**src/rtl/sequence_generator_if.sv**
```systemverilog
// Bit-serial link bundle between sequence_generator and its consumer.
// The slave modport is the generator side; the master modport drives the start command.
interface sequence_generator_if #(
   parameter int WIDTH = 6
);
   logic             i_start;
   logic [7:0]       i_repeat;
   logic [3:0]       i_gap;
   logic             o_data;
   logic             o_bit_valid;
   logic             o_busy;
   logic             o_done;
   logic [WIDTH-1:0] o_count;
   logic             o_count_end;

   modport slave (
      input  i_start,
      input  i_repeat,
      input  i_gap,
      output o_data,
      output o_bit_valid,
      output o_busy,
      output o_done,
      output o_count,
      output o_count_end
   );

   modport master (
      output i_start,
      output i_repeat,
      output i_gap,
      input  o_data,
      input  o_bit_valid,
      input  o_busy,
      input  o_done,
      input  o_count,
      input  o_count_end
   );
endinterface

```
**src/rtl/sequence_generator.sv**
```systemverilog
// Serial pattern transmitter: bursts of PATTERN (MSB first) with programmable repeats and gaps.
// Optional macro SEQ_GEN_LFSR_FILL_EN replaces the constant-0 fill bit with a 7-bit LFSR.
module sequence_generator #(
   parameter int                 PAT_LEN = 6,
   parameter logic [PAT_LEN-1:0] PATTERN = 6'b101001,
   parameter int                 WIDTH   = 6
) (
   input  logic                 i_clk,
   input  logic                 i_resetn,
   sequence_generator_if.slave  bus
);

   localparam int IDX_W = (PAT_LEN > 1) ? $clog2(PAT_LEN) : 1;
   localparam logic [IDX_W-1:0] LAST_IDX = IDX_W'(PAT_LEN - 1);

   localparam logic [1:0] ST_IDLE = 2'd0;
   localparam logic [1:0] ST_SEND = 2'd1;
   localparam logic [1:0] ST_GAP  = 2'd2;
   localparam logic [1:0] ST_DONE = 2'd3;

   logic [1:0]       state_q, state_d;
   logic [IDX_W-1:0] idx_q, idx_d;
   logic [7:0]       rem_q, rem_d;
   logic [3:0]       gap_q, gap_d;
   logic [3:0]       gcnt_q, gcnt_d;
   logic             data_q, data_d;
   logic             valid_q, valid_d;
   logic             busy_q, busy_d;
   logic             done_q, done_d;
   logic [WIDTH-1:0] count_q, count_d;
   logic             count_end_q, count_end_d;
   logic             fill_s;

`ifdef SEQ_GEN_LFSR_FILL_EN
   logic [6:0] lfsr_q;
   logic [6:0] lfsr_d;

   // x^7+x^6+1 Fibonacci LFSR; frozen while pattern bits are on the wire
   always_comb begin
      if (state_q != ST_SEND) begin
         lfsr_d = {lfsr_q[5:0], lfsr_q[6] ^ lfsr_q[5]};
      end else begin
         lfsr_d = lfsr_q;
      end
   end

   always_ff @(posedge i_clk or negedge i_resetn) begin
      if (!i_resetn) begin
         lfsr_q <= 7'h01;
      end else begin
         lfsr_q <= lfsr_d;
      end
   end

   assign fill_s = lfsr_q[6];
`else
   assign fill_s = 1'b0;
`endif

   // idx_q names the bit currently presented on o_data
   always_comb begin
      state_d     = state_q;
      idx_d       = idx_q;
      rem_d       = rem_q;
      gap_d       = gap_q;
      gcnt_d      = gcnt_q;
      data_d      = fill_s;
      valid_d     = 1'b0;
      done_d      = 1'b0;
      count_d     = count_q;
      count_end_d = 1'b0;

      case (state_q)
         ST_IDLE: begin
            if (bus.i_start) begin
               if (bus.i_repeat == 8'd0) begin
                  state_d = ST_DONE;
                  done_d  = 1'b1;
               end else begin
                  rem_d   = bus.i_repeat;
                  gap_d   = bus.i_gap;
                  idx_d   = LAST_IDX;
                  data_d  = PATTERN[LAST_IDX];
                  valid_d = 1'b1;
                  state_d = ST_SEND;
               end
            end else begin
               state_d = ST_IDLE;
            end
         end

         ST_SEND: begin
            if (idx_q != {IDX_W{1'b0}}) begin
               idx_d   = idx_q - IDX_W'(1);
               data_d  = PATTERN[idx_q - IDX_W'(1)];
               valid_d = 1'b1;
            end else begin
               count_d     = count_q + WIDTH'(1);
               count_end_d = (count_q == {WIDTH{1'b1}});
               rem_d       = rem_q - 8'd1;
               if (rem_q == 8'd1) begin
                  state_d = ST_DONE;
                  done_d  = 1'b1;
               end else if (gap_q != 4'd0) begin
                  state_d = ST_GAP;
                  gcnt_d  = gap_q;
               end else begin
                  idx_d   = LAST_IDX;
                  data_d  = PATTERN[LAST_IDX];
                  valid_d = 1'b1;
               end
            end
         end

         ST_GAP: begin
            // gcnt_q counts the fill cycles still to be shown, including this one
            if (gcnt_q == 4'd1) begin
               gcnt_d  = 4'd0;
               idx_d   = LAST_IDX;
               data_d  = PATTERN[LAST_IDX];
               valid_d = 1'b1;
               state_d = ST_SEND;
            end else begin
               gcnt_d = gcnt_q - 4'd1;
            end
         end

         ST_DONE: begin
            state_d = ST_IDLE;
         end

         default: begin
            state_d = ST_IDLE;
         end
      endcase

      busy_d = (state_d != ST_IDLE);
   end

   // State and every output are registered together
   always_ff @(posedge i_clk or negedge i_resetn) begin
      if (!i_resetn) begin
         state_q     <= ST_IDLE;
         idx_q       <= {IDX_W{1'b0}};
         rem_q       <= 8'd0;
         gap_q       <= 4'd0;
         gcnt_q      <= 4'd0;
         data_q      <= 1'b0;
         valid_q     <= 1'b0;
         busy_q      <= 1'b0;
         done_q      <= 1'b0;
         count_q     <= {WIDTH{1'b0}};
         count_end_q <= 1'b0;
      end else begin
         state_q     <= state_d;
         idx_q       <= idx_d;
         rem_q       <= rem_d;
         gap_q       <= gap_d;
         gcnt_q      <= gcnt_d;
         data_q      <= data_d;
         valid_q     <= valid_d;
         busy_q      <= busy_d;
         done_q      <= done_d;
         count_q     <= count_d;
         count_end_q <= count_end_d;
      end
   end

   assign bus.o_data      = data_q;
   assign bus.o_bit_valid = valid_q;
   assign bus.o_busy      = busy_q;
   assign bus.o_done      = done_q;
   assign bus.o_count     = count_q;
   assign bus.o_count_end = count_end_q;

endmodule

```
**src/flat_wrapper.sv**
```systemverilog
// flat-port wrapper written by rule: the top's interface ports become plain ports
module sequence_generator_flat 
#(
   parameter int                 PAT_LEN = 6,
   parameter logic [PAT_LEN-1:0] PATTERN = 6'b101001,
   parameter int                 WIDTH   = 6
)
  (i_clk, i_resetn, bus_i_start, bus_i_repeat, bus_i_gap, bus_o_data, bus_o_bit_valid, bus_o_busy, bus_o_done, bus_o_count, bus_o_count_end);
  sequence_generator_if #(.WIDTH(WIDTH)) bus_i ();
  input  logic i_clk;
  input  logic i_resetn;
  input wire logic [$bits(bus_i.i_start)-1:0] bus_i_start;
  input wire logic [$bits(bus_i.i_repeat)-1:0] bus_i_repeat;
  input wire logic [$bits(bus_i.i_gap)-1:0] bus_i_gap;
  output wire logic [$bits(bus_i.o_data)-1:0] bus_o_data;
  output wire logic [$bits(bus_i.o_bit_valid)-1:0] bus_o_bit_valid;
  output wire logic [$bits(bus_i.o_busy)-1:0] bus_o_busy;
  output wire logic [$bits(bus_i.o_done)-1:0] bus_o_done;
  output wire logic [$bits(bus_i.o_count)-1:0] bus_o_count;
  output wire logic [$bits(bus_i.o_count_end)-1:0] bus_o_count_end;
  assign bus_i.i_start = bus_i_start;
  assign bus_i.i_repeat = bus_i_repeat;
  assign bus_i.i_gap = bus_i_gap;
  assign bus_o_data = bus_i.o_data;
  assign bus_o_bit_valid = bus_i.o_bit_valid;
  assign bus_o_busy = bus_i.o_busy;
  assign bus_o_done = bus_i.o_done;
  assign bus_o_count = bus_i.o_count;
  assign bus_o_count_end = bus_i.o_count_end;
  sequence_generator #(.PAT_LEN(PAT_LEN), .PATTERN(PATTERN), .WIDTH(WIDTH)) u_core (.i_clk(i_clk), .i_resetn(i_resetn), .bus(bus_i));
endmodule
```
**config.mk**
```make
export PLATFORM = sky130hd
export DESIGN_NAME = sequence_generator_flat
export DESIGN_NICKNAME = d
export VERILOG_FILES = /design/src/rtl/sequence_generator_if.sv /design/src/rtl/sequence_generator.sv /design/src/flat_wrapper.sv
export SDC_FILE = /design/constraint.sdc
export NUM_CORES = 1
export LEC_CHECK = 0
export CORE_MARGIN = 2
export CORE_UTILIZATION = 57
export CTS_BUF_LIST = sky130_fd_sc_hd__clkbuf_4 sky130_fd_sc_hd__clkbuf_8 sky130_fd_sc_hd__clkbuf_16
export DETAILED_ROUTE_END_ITERATION = 8
export PLACE_DENSITY = 0.93
export SYNTH_ARGS = -nofsm -noshare
export SYNTH_HDL_FRONTEND = slang
export SYNTH_SLANG_ARGS = --single-unit
export TNS_END_PERCENT = 5
```
**constraint.sdc**
```tcl
create_clock -name i_clk -period 5 [get_ports i_clk]
set_input_delay 1 -clock i_clk [delete_from_list [all_inputs] [get_ports i_clk]]
set_output_delay 1 -clock i_clk [all_outputs]
set_load 0.01 [all_outputs]
```
Yosys cells after proc, flatten, opt, wreduce, memory -nomap -nowiden
Memory sizes are Yosys's and may differ from the RTL's.
Cells that the tools add are included.

word-level totals
  memories = 1
  bits in read-only memories = 8
  bits in registers = 32
  input bits = 15
  logic and storage cells = 86
  output and inout bits = 11

memories
  name              depth  bits a word  read ports  clocked after Yosys merged registers in  write ports  line                      text
  (name not given)  8      1            1           0                                        0            sequence_generator.sv:95  data_d = PATTERN[idx_q - IDX_W'(1)];

cells by class
  multiplexer cells = 40
  $lt $le $gt $ge = 1
  add/sub/neg operators = 4
  eq/ne operators = 14
  reduce and logical (&&, ||, !) cells = 13
  bitwise operators = 2

operator list
  cell                 number
  $mux 8               3
  $mux 3               6
  $mux 4               4
  $pmux 8 s2           1
  $mux 1               14
  $mux 2               6
  $pmux 3 s3           1
  $eq 8x1->1 const B   1
  $logic_not 8->1      1
  $ne 2x2->1 const B   4
  $pmux 2 s4           1
  $pmux 4 s2           1
  $reduce_and 4->1     2
  $sub 8x1->8 const B  1
  $add 6x1->6 const B  1
  $eq 6x6->1 const B   1
  $ne 3x2->1 const B   2
  $pmux 1 s3           2
  $reduce_and 6->1     1
  $reduce_bool 2->1    3
  $reduce_bool 3->1    2
  $eq 2x2->1 const B   2
  $eq 4x1->1 const B   1
  $lt 3x4->1 const B   1
  10 further kinds     12

Depth between registers and ports, before layout
Gate-level depths: netlist (run 1).

  word-level depth = 6
  gate-level depth with buffers = 7
  gate-level depth less buffers = 6

Worst setup path after synthesis (run 1)
Ideal clock, no wire load.

  path kind = input to register
  from = input bus_i_start
  to = register u_core.gap_q[2]
  path buffers = 1
  stages on the path = 4
  setup time = 0.127 ns
  setup slack = 2.800 ns
  required time = 4.873 ns
  arrival = 2.073 ns
  cells stage by stage = or3b_1 a21oi_4 buf_4 mux2_1

on the way
  cells in the longest elaborated chain, start to end = 1

ends and longest elaborated chain
  item                        line                       text
  start: declaration          flat_wrapper.sv:12         input wire logic [$bits(bus_i.i_start)-1:0] bus_i_start;
  $reduce_and 3->1 (no line)  -
  end signal: assignment      sequence_generator.sv:158  gap_q <= gap_d;
  end: declaration            sequence_generator.sv:24   logic [3:0] gap_q, gap_d;

Every way passes these cells.
A chain may end at the register's enable or synchronous reset.

Final worst setup path (run 1)
  from = input bus_i_start
  to = register u_core.rem_q[1]

on the way
  cells in the longest elaborated chain, start to end = 2

ends and longest elaborated chain
  item                        line                       text
  $ne 2x2->1 (no line)        -
  $reduce_and 4->1 (no line)  -
  end signal: assignment      sequence_generator.sv:157  rem_q <= rem_d;
  end: declaration            sequence_generator.sv:23   logic [7:0] rem_q, rem_d;

Every way passes these cells.

==> impl_metrics.env, run 1 <==
export IMPL_clk_pin_slew_ns=0.09
export IMPL_fin_area_sq_mm=0.00206
export IMPL_grt_overflow=0
export IMPL_placedCellCount=222
export IMPL_dieArea_sq_mm=0.00351
export IMPL_max_freq_ghz=0.399
export IMPL_fin_setup_tns_ns=0
export IMPL_fin_skew_ns=0.00881
export IMPL_cts_hold_buf=0
export IMPL_critPathKind="in2reg"
export IMPL_gp_congestion=0.885
export IMPL_worst_setup_path_start_kind="input port"
export IMPL_gr_usage_all_layers=0.233
export IMPL_seq_area_sq_um=801
export IMPL_multiInputGateArea_sq_um=871
export IMPL_p_leak_nw=0.858
export IMPL_drt_iter0_drc=74
export IMPL_routed_wirelength_microns=3630
export IMPL_avgSynthCellArea_sq_um=10.4
export IMPL_finalCoreUtilization=0.692
export IMPL_required_ns=5.26
export IMPL_ys_warn_count=0
export IMPL_fin_cells=229
export IMPL_drc=0
export IMPL_setup_viol=0
export IMPL_worstPathMaxFanout=15
export IMPL_synthArstFlopShare=1.00
export IMPL_synth_edf_count=0
export IMPL_status="finished, final reports clean"
export IMPL_clock_sinks=32
export IMPL_yosys_register_bits=32
export IMPL_grt_first_pass_wirelength_microns=6050
export IMPL_cts_setup_buffers=0
export IMPL_nets=218
export IMPL_vias=1428
export IMPL_fillCellCount=221
export IMPL_finalMaxSlewViolations=0
export IMPL_setup_slack_ns=2.49
export IMPL_ir_drop_mv=0.282
export IMPL_final_common_cell="dfrtp_1"
export IMPL_io_buffers=25
export IMPL_syn2layout_area_growth_pct=18.6
export IMPL_powerDensity_mw_per_mm2=561
export IMPL_finalHoldViolations=0
export IMPL_synth_top_cell_area_share=0.460
export IMPL_place_area_sq_mm=0.00201
export IMPL_die_x_microns=59.2
export IMPL_period_share=0.501
export IMPL_grt_max_degree=33
export IMPL_preCtsSetupSlack_ns=2.13
export IMPL_finalCriticalPeriod_ns=2.51
export IMPL_seq_area_frac_synth=0.460
export IMPL_cts_tree="yes"
export IMPL_cp_arrival_ns=2.77
export IMPL_cp_end_kind="flop"
export IMPL_rsz0062_at_grt="no"
export IMPL_rows=20
export IMPL_core_area_sq_mm=0.00298
export IMPL_io_pins=26
export IMPL_first_pass_iters=4
export IMPL_die_h_microns=59.2
export IMPL_max_slew_margin=0.498
export IMPL_drv_cap=0
export IMPL_ant_nets=0
export IMPL_drive_gt1_frac=0.0867
export IMPL_synth_nets=190
export IMPL_netlist_area_sq_mm=0.00174
export IMPL_synthCells=168
export IMPL_routed_via_density=6.24
export IMPL_most_common_layout_cells="dfrtp_1, clkdlybuf4s50_1, nand2_1, inv_1, nor2_1"
export IMPL_wl_per_cell_microns=15.8
export IMPL_cts_made_buffers=5
export IMPL_diodes=0
export IMPL_hpwlAfterDp_microns=2680
export IMPL_synth_cell_types=46
export IMPL_start_util=0.584
export IMPL_cts_buffer_depth=2
export IMPL_synth_area_top_cells="dfrtp_1, ha_1, nand2_1, mux2_1, xnor2_1"
export IMPL_h_tree_depth=2
export IMPL_grt_pass1_vias=1390
export IMPL_min_path_type="reg2reg"
export IMPL_cts_resized_gates=0
export IMPL_cts_root_buf="clkbuf_4"
export IMPL_antenna_found_initial=0
export IMPL_worstMarginPinSlew_ns=0.752
export IMPL_synthFlopType="dfrtp_1"
export IMPL_clkLatencyLatePin_ns=0.34
export IMPL_synth_area_leader_cell="dfrtp_1"
Yosys cell counts, types with 2 or more instances:
library cell and number:
a21oi_1 6, a22oi_1 5, a311oi_2 2, buf_2 3, dfrtp_1 32, ha_1 7
inv_1 11, mux2_1 4, mux2i_1 3, nand2_1 18, nand2b_1 3, nand3_1 3
nand3b_1 4, nand4_1 3, nor2_1 9, nor3b_1 2, nor4_2 3, o211ai_1 3
o21ai_0 2, o21ai_1 3, o221ai_1 3, o22ai_1 6, o311ai_1 2, o31ai_1 2
or2_1 2, or4_1 3, xnor2_1 5
per-stage QoR:
step / power, mW / hold slack [ns]
final: 1.16 / 0.502
after global routing: 1.24 / 0.530
after CTS: 1.15 / 0.508
after detailed placement: 1.01 / 0.496
after global placement: 0.985 / 0.479
after floorplan: 0.851 / 0.456
final cells by class:
class                           count  share of cell area
Inverter                           11              0.0200
Multi-Input combinational cell    120               0.422
Tap cell                           33              0.0200
Clock inverter                      1             0.00243
Sequential cell                    32               0.388
Clock buffer                        6              0.0218
Timing Repair Buffer               26               0.125
metal layers:
| metal | vias to the layer above | GRT usage | wire (microns) |
|---|---|---|---|
| met5 | - | 0 | 0 |
| met4 | 0 | 0.162 | 129 |
| met3 | 14 | 0.0415 | 158 |
| met2 | 48 | 0.386 | 1810 |
| met1 | 687 | 0.271 | 1530 |
| li1 | 679 | - | - |
critical path, cell delays in order:
cell	delay, ns
clkdlybuf4s50_1	0.48
or3b_1	0.43
a21oi_4	0.39
or2_1	0.26
mux2i_1	0.20
sequential cells by signal (all words and copies together) (netlist names):
signal,count
u_core.bus.o_data,1
u_core.bus.o_bit_valid,1
u_core.state_q,2
u_core.bus.o_done,1
u_core.gcnt_q,4
u_core.bus.o_count,6
u_core.bus.o_count_end,1
u_core.idx_q,3
u_core.rem_q,8
u_core.bus.o_busy,1
u_core.gap_q,4
report_power, final:
part / switching [mW] / internal [mW] / leakage, nW
Combinational: 0.290 / 0.245 / 0.441
Sequential: 0.113 / 0.366 / 0.385
Clock: 0.0862 / 0.0571 / 0.0315
cells by family (layout without fill, tap and decap cells):
| family | count (synthesis) | after routing | synth area share |
|---|---|---|---|
| buffers and inverters | 16 | 44 | 0.0388 |
| xor gates and xnor gates | 5 | 5 | 0.0252 |
| and+or+nand+nor | 60 | 60 | 0.206 |
| DFF | 32 | 32 | 0.460 |
| adders and majority gates | 7 | 7 | 0.0504 |
| AOI/OAI and AO/OA | 41 | 41 | 0.176 |
| muxes | 7 | 7 | 0.0432 |
worst paths after layout:
check	from	to	slack [ns]	cells after the start
worst min-delay path	u_core.bus.o_count[5]	u_core.bus.o_count[5]	0.50	1
worst max register to register	u_core.idx_q[1]	u_core.gcnt_q[3]	2.86	6
worst max-delay path	bus_i_start	u_core.rem_q[1]	2.49	5
max in group asynchronous	i_resetn	u_core.rem_q[1]	3.66	2
min in group asynchronous	i_resetn	u_core.idx_q[1]	1.05	2
worst min register to register	u_core.bus.o_count[5]	u_core.bus.o_count[5]	0.50	1
No activity file was read; power rests on OpenSTA's default activity.
==> run 2, diff against run 1 <==
- CORE_UTILIZATION: 57 -> 48
- PLACE_DENSITY: 0.93 -> 0.85
- clock period: 5 -> 2.2 ns (I/O delays scaled with it)
==> run 2 against run 1 <==
Die area rose by 17%. Worst setup slack got worse by 2.1 ns. Sequential power rose by 130%. Design area rose by 5.2%. Hold slack got worse by 0.016 ns. Register-to-register slack got worse by 2.5 ns. Clock skew rose by 0.0047 ns. Cell count rose by 8.7%. Count of clock-buffer cells in the layout rose by 1. Largest cell class unchanged.
==> impl_metrics.env, run 2 (synthesis gave the netlist of run 1 again) <==
export IMPL_drv_cap=0
export IMPL_fin_setup_tns_ns=0
export IMPL_diodes=0
export IMPL_worstMarginPinSlew_ns=0.578
export IMPL_nets=224
export IMPL_critPathKind="in2reg"
export IMPL_gr_usage_all_layers=0.198
export IMPL_power_total_mw=2.83
export IMPL_cts_resized_gates=0
export IMPL_io_buffers=25
export IMPL_finalHoldViolations=0
export IMPL_final_common_cell="dfrtp_1"
export IMPL_start_util=0.509
export IMPL_clk_pin_slew_ns=0.10
export IMPL_io_pins=26
export IMPL_cts_tree="yes"
export IMPL_dieArea_sq_mm=0.00412
export IMPL_finalMaxSlewViolations=0
export IMPL_cp_arrival_ns=2.09
export IMPL_ir_drop_mv=0.635
export IMPL_reg2reg_slack_ns=0.39
export IMPL_place_area_sq_mm=0.00207
export IMPL_cts_hold_buf=0
export IMPL_first_pass_iters=4
export IMPL_grt_max_degree=33
export IMPL_core_area_sq_mm=0.00342
export IMPL_setup_viol=0
export IMPL_powerDensity_mw_per_mm2=1310
export IMPL_drt_iter0_drc=83
export IMPL_grt_overflow=0
export IMPL_finalCriticalPeriod_ns=1.83
export IMPL_seq_area_sq_um=801
export IMPL_wl_per_cell_microns=13.9
export IMPL_vias=1398
export IMPL_min_path_type="in2async"
export IMPL_syn2layout_area_growth_pct=24.7
export IMPL_largest_reg_flops=8
export IMPL_p_leak_nw=0.907
export IMPL_status="finished, final reports clean"
export IMPL_rows=21
export IMPL_worstPathMaxFanout=9
export IMPL_multiInputGateArea_sq_um=871
export IMPL_cts_setup_buffers=0
export IMPL_ant_nets=0
export IMPL_fillCellCount=277
export IMPL_required_ns=2.46
export IMPL_hpwlAfterDp_microns=2600
export IMPL_grt_pass1_vias=1407
export IMPL_rsz0062_at_grt="no"
export IMPL_worst_setup_path_start_kind="input port"
export IMPL_clkLatencyLatePin_ns=0.34
export IMPL_most_common_layout_cells="dfrtp_1, clkdlybuf4s50_1, nand2_1, inv_1, nor2_1"
export IMPL_fin_skew_ns=0.0135
export IMPL_gp_congestion=0.851
export IMPL_drive_gt1_frac=0.118
export IMPL_antenna_found_initial=0
export IMPL_cts_made_buffers=5
export IMPL_top_register="u_core.rem_q"
export IMPL_die_x_microns=64.2
export IMPL_cp_end_kind="flop"
export IMPL_clock_sinks=32
export IMPL_max_slew_margin=0.614
export IMPL_cts_root_buf="clkbuf_4"
export IMPL_die_h_microns=64.2
export IMPL_fin_area_sq_mm=0.00217
export IMPL_grt_first_pass_wirelength_microns=6330
export IMPL_routed_wirelength_microns=3460
export IMPL_drc=0
export IMPL_max_freq_ghz=0.546
export IMPL_cts_buffer_depth=2
export IMPL_h_tree_depth=2
export IMPL_routed_via_density=5.61
export IMPL_period_share=0.833
## run 2: critical path, cell delays in order
cell	delay [ns]
clkdlybuf4s50_1	0.47
or3b_1	0.40
a21oi_4	0.30
buf_4	0.22
nor2_1	0.07
o221ai_1	0.18
## run 2: path summary, 6_finish.rpt
| check | startpoint | to | cells after the start |
|---|---|---|---|
| setup / recovery | bus_i_start | u_core.rem_q[5] | 6 |
| hold / removal | i_resetn | u_core.rem_q[6] | 2 |
| setup reg to reg | u_core.idx_q[1] | u_core.bus.o_busy | 6 |
| hold reg to reg | u_core.bus.o_count[5] | u_core.bus.o_count[5] | 1 |
| max in group asynchronous | i_resetn | u_core.gcnt_q[3] | 2 |
| min in group i_clk | u_core.bus.o_count[5] | u_core.bus.o_count[5] | 1 |
## run 2: final cells by class
class,instances,share of cell area
flip-flops and latches,32,0.369
repair buffers,32,0.140
multi-input cells,120,0.402
clock inverters,1,0.0138
inverters,11,0.0190
clock buffers,7,0.0300
well taps,46,0.0265
## run 2: metrics by stage
step | instances | hold WS (ns) | utilization | worst slack (ns)
floorplan | 168 | 0.144 | - | 0.552
finish | 249 | 0.486 | 0.635 | 0.367
detailed placement | 241 | 0.489 | 0.607 | 0.0129
CTS | 249 | 0.496 | 0.635 | 0.376
global route | 249 | 0.513 | 0.635 | 0.230
global placement | 241 | 0.477 | 0.607 | 0.0629
## run 2: power breakdown
| part | switching [mW] | internal (mW) | leakage (nW) |
|---|---|---|---|
| registers | 0.244 | 0.831 | 0.385 |
| logic | 0.658 | 0.603 | 0.471 |
| clock network | 0.194 | 0.302 | 0.0515 |
## run 2: routing by layer
| metal | global-route usage | share of wire | up-vias |
|---|---|---|---|
| met5 | 0 | 0 | - |
| met4 | 0.0718 | 0.014 | 0 |
| met3 | 0.0651 | 0.050 | 5 |
| met2 | 0.316 | 0.48 | 34 |
| met1 | 0.251 | 0.45 | 669 |
| li1 | - | - | 690 |
==> variant (settings of run 2) <==
`PAT_LEN` is set to 6 in 2 places; all go to 7.
--- a/src/rtl/sequence_generator.sv
+++ b/src/rtl/sequence_generator.sv
@@ -2,5 +2,5 @@
 // Optional macro SEQ_GEN_LFSR_FILL_EN replaces the constant-0 fill bit with a 7-bit LFSR.
 module sequence_generator #(
-   parameter int                 PAT_LEN = 6,
+   parameter int                 PAT_LEN = 7,
    parameter logic [PAT_LEN-1:0] PATTERN = 6'b101001,
    parameter int                 WIDTH   = 6
--- a/src/flat_wrapper.sv
+++ b/src/flat_wrapper.sv
@@ -2,5 +2,5 @@
 module sequence_generator_flat 
 #(
-   parameter int                 PAT_LEN = 6,
+   parameter int                 PAT_LEN = 7,
    parameter logic [PAT_LEN-1:0] PATTERN = 6'b101001,
    parameter int                 WIDTH   = 6
Formal check against the unedited RTL: not equivalent (Yosys sat finds a counterexample within 4 cycles, from zero or initial values and one cycle with i_resetn low).
==> variant against run 2 <==
- clock skew fell by 0.0060 ns
- worst setup slack got worse by 0.089 ns
- routed wire length rose by 5.4%
- worst hold slack improved by 0.033 ns
- synthesized area rose by 3.5%
- critical path depth rose by 1
- cell area up 3.9%
- count of clock-buffer cells in the layout stayed put
- first-iteration DRC count grew 30%
- total power is 0.34% lower
- sequential cell count is the same
- register-to-register slack got worse by 0.11 ns
- critical path type is now flip-flop to flip-flop
==> variant: results (changes against run 2) <==
CP startpoint=u_core.idx_q[0]$_DFFE_PN0P_ (was bus_i_start); post-place setup slack=0.0247 ns (was 0.0129 ns); Metal-1 WL=1590 um (was 1570 um); met2 WL post-DR=1780 um (was 1670 um); WHS=0.519 ns (was 0.486 ns); skew final=0.00753 ns (was 0.0135 ns); slowest CP cell=dfrtp_1 (was clkdlybuf4s50_1); Syn. warnings=0 (unchanged); Mapped Nets=193 (was 190); status=finished clean (unchanged); P_leak=0.957 nW (was 0.907 nW); final estimated routing congestion in global placement=0.843 (was 0.851); r2r endpoint=u_core.bus.o_count[5]$_DFFE_PN0P_ (was u_core.bus.o_busy$_DFF_PN0_); CP max FO=7 (was 9); total wire length=3650 um (was 3460 um); Clock transition at path regs=0.07 ns (was 0.10 ns); vias in the first global route=1,352 (was 1,407); Total Nets Final=227 (was 224); post-synthesis sequential area ratio=44.5% (was 46.0%); fin worst setup slack=0.278 ns (was 0.367 ns); Clock Latency Late Sink=0.29 ns (was 0.34 ns); WHS Path Cells=1; slowest cell delay on critical path=0.39 ns (was 0.47 ns); pin slew with the least headroom to its limit=0.643 ns (was 0.578 ns); Initial DRC Count=108 (was 83); worst r2r path cells=7 (was 6); top post-synthesis cells by count=dfrtp_1, nand2_1, nor2_1 (was dfrtp_1, nand2_1, inv_1); Fill cells=321 (was 277); wire length on met3=225 um (was 172 um); root buf cell=clkbuf_8 (was clkbuf_4); first-pass GRT wire length=6050 um (was 6330 um); DP HPWL=2690 um (was 2600 um); DRT Pass-1 Iters=4 (unchanged); Peak VDD IR=0.634 mV (was 0.635 mV); layout cell share with drive strength beyond 1=13.7% (was 11.8%); Cell variety after synth=55 (was 46); Top delay family on crit path=simple AND/OR/NAND/NOR gates (was buffers and inverters); ranking of synthesized cells by area=dfrtp_1, ha_1, nand2_1, nor2_1, o221ai_1 (was dfrtp_1, ha_1, nand2_1, mux2_1, xnor2_1); vias per std cell=5.68 (was 5.61); worst min-delay path category=flip-flop to flip-flop (was input pin to async pin)
variant: per-stage QoR:
stage | instance area [sq um] | instances
6_report | 2250 | 253
5_1_grt | 2250 | 253
4_1_cts | 2250 | 253
3_5_place_dp | 2130 | 245
3_3_place_gp | 2130 | 245
2_1_floorplan | 1800 | 170
variant: cell type report:
class	instances	area, sq um	share of cell area, %
multi-input combinational	127	945	41.9
sequential	32	801	35.5
tap	48	60.1	2.67
timing repair buffer	31	295	13.1
clock buffer	7	96.3	4.28
inverter	7	26.3	1.17
clock inverter	1	30.0	1.33
variant: cell families after synthesis:
kind of cell / share of synthesized area (%)
compound gates: 16.1
xor+xnor: 3.41
flops: 44.5
mux: 3.62
simple gates: 23.8
buf+inv: 2.99
fa+ha+maj: 5.56
variant: worst register-to-register path, stage by stage, from the launching register on:
cell	delay (ns)
dfrtp_1	0.39
inv_1	0.14
ha_1	0.24
nor4bb_1	0.29
buf_4	0.22
nand4_1	0.14
or2_1	0.27
xnor2_1	0.13
variant: power by group:
| group | switching [mW] | internal, mW |
|---|---|---|
| sequential | 0.253 | 0.811 |
| clock | 0.221 | 0.399 |
| combinational | 0.561 | 0.576 |
| total | 1.03 | 1.79 |
variant: per-layer routing:
layer,up-vias,global-route usage (%)
li1,695,-
met1,689,23.9
met2,44,29.5
met3,8,6.85
met4,0,7.55
met5,-,0
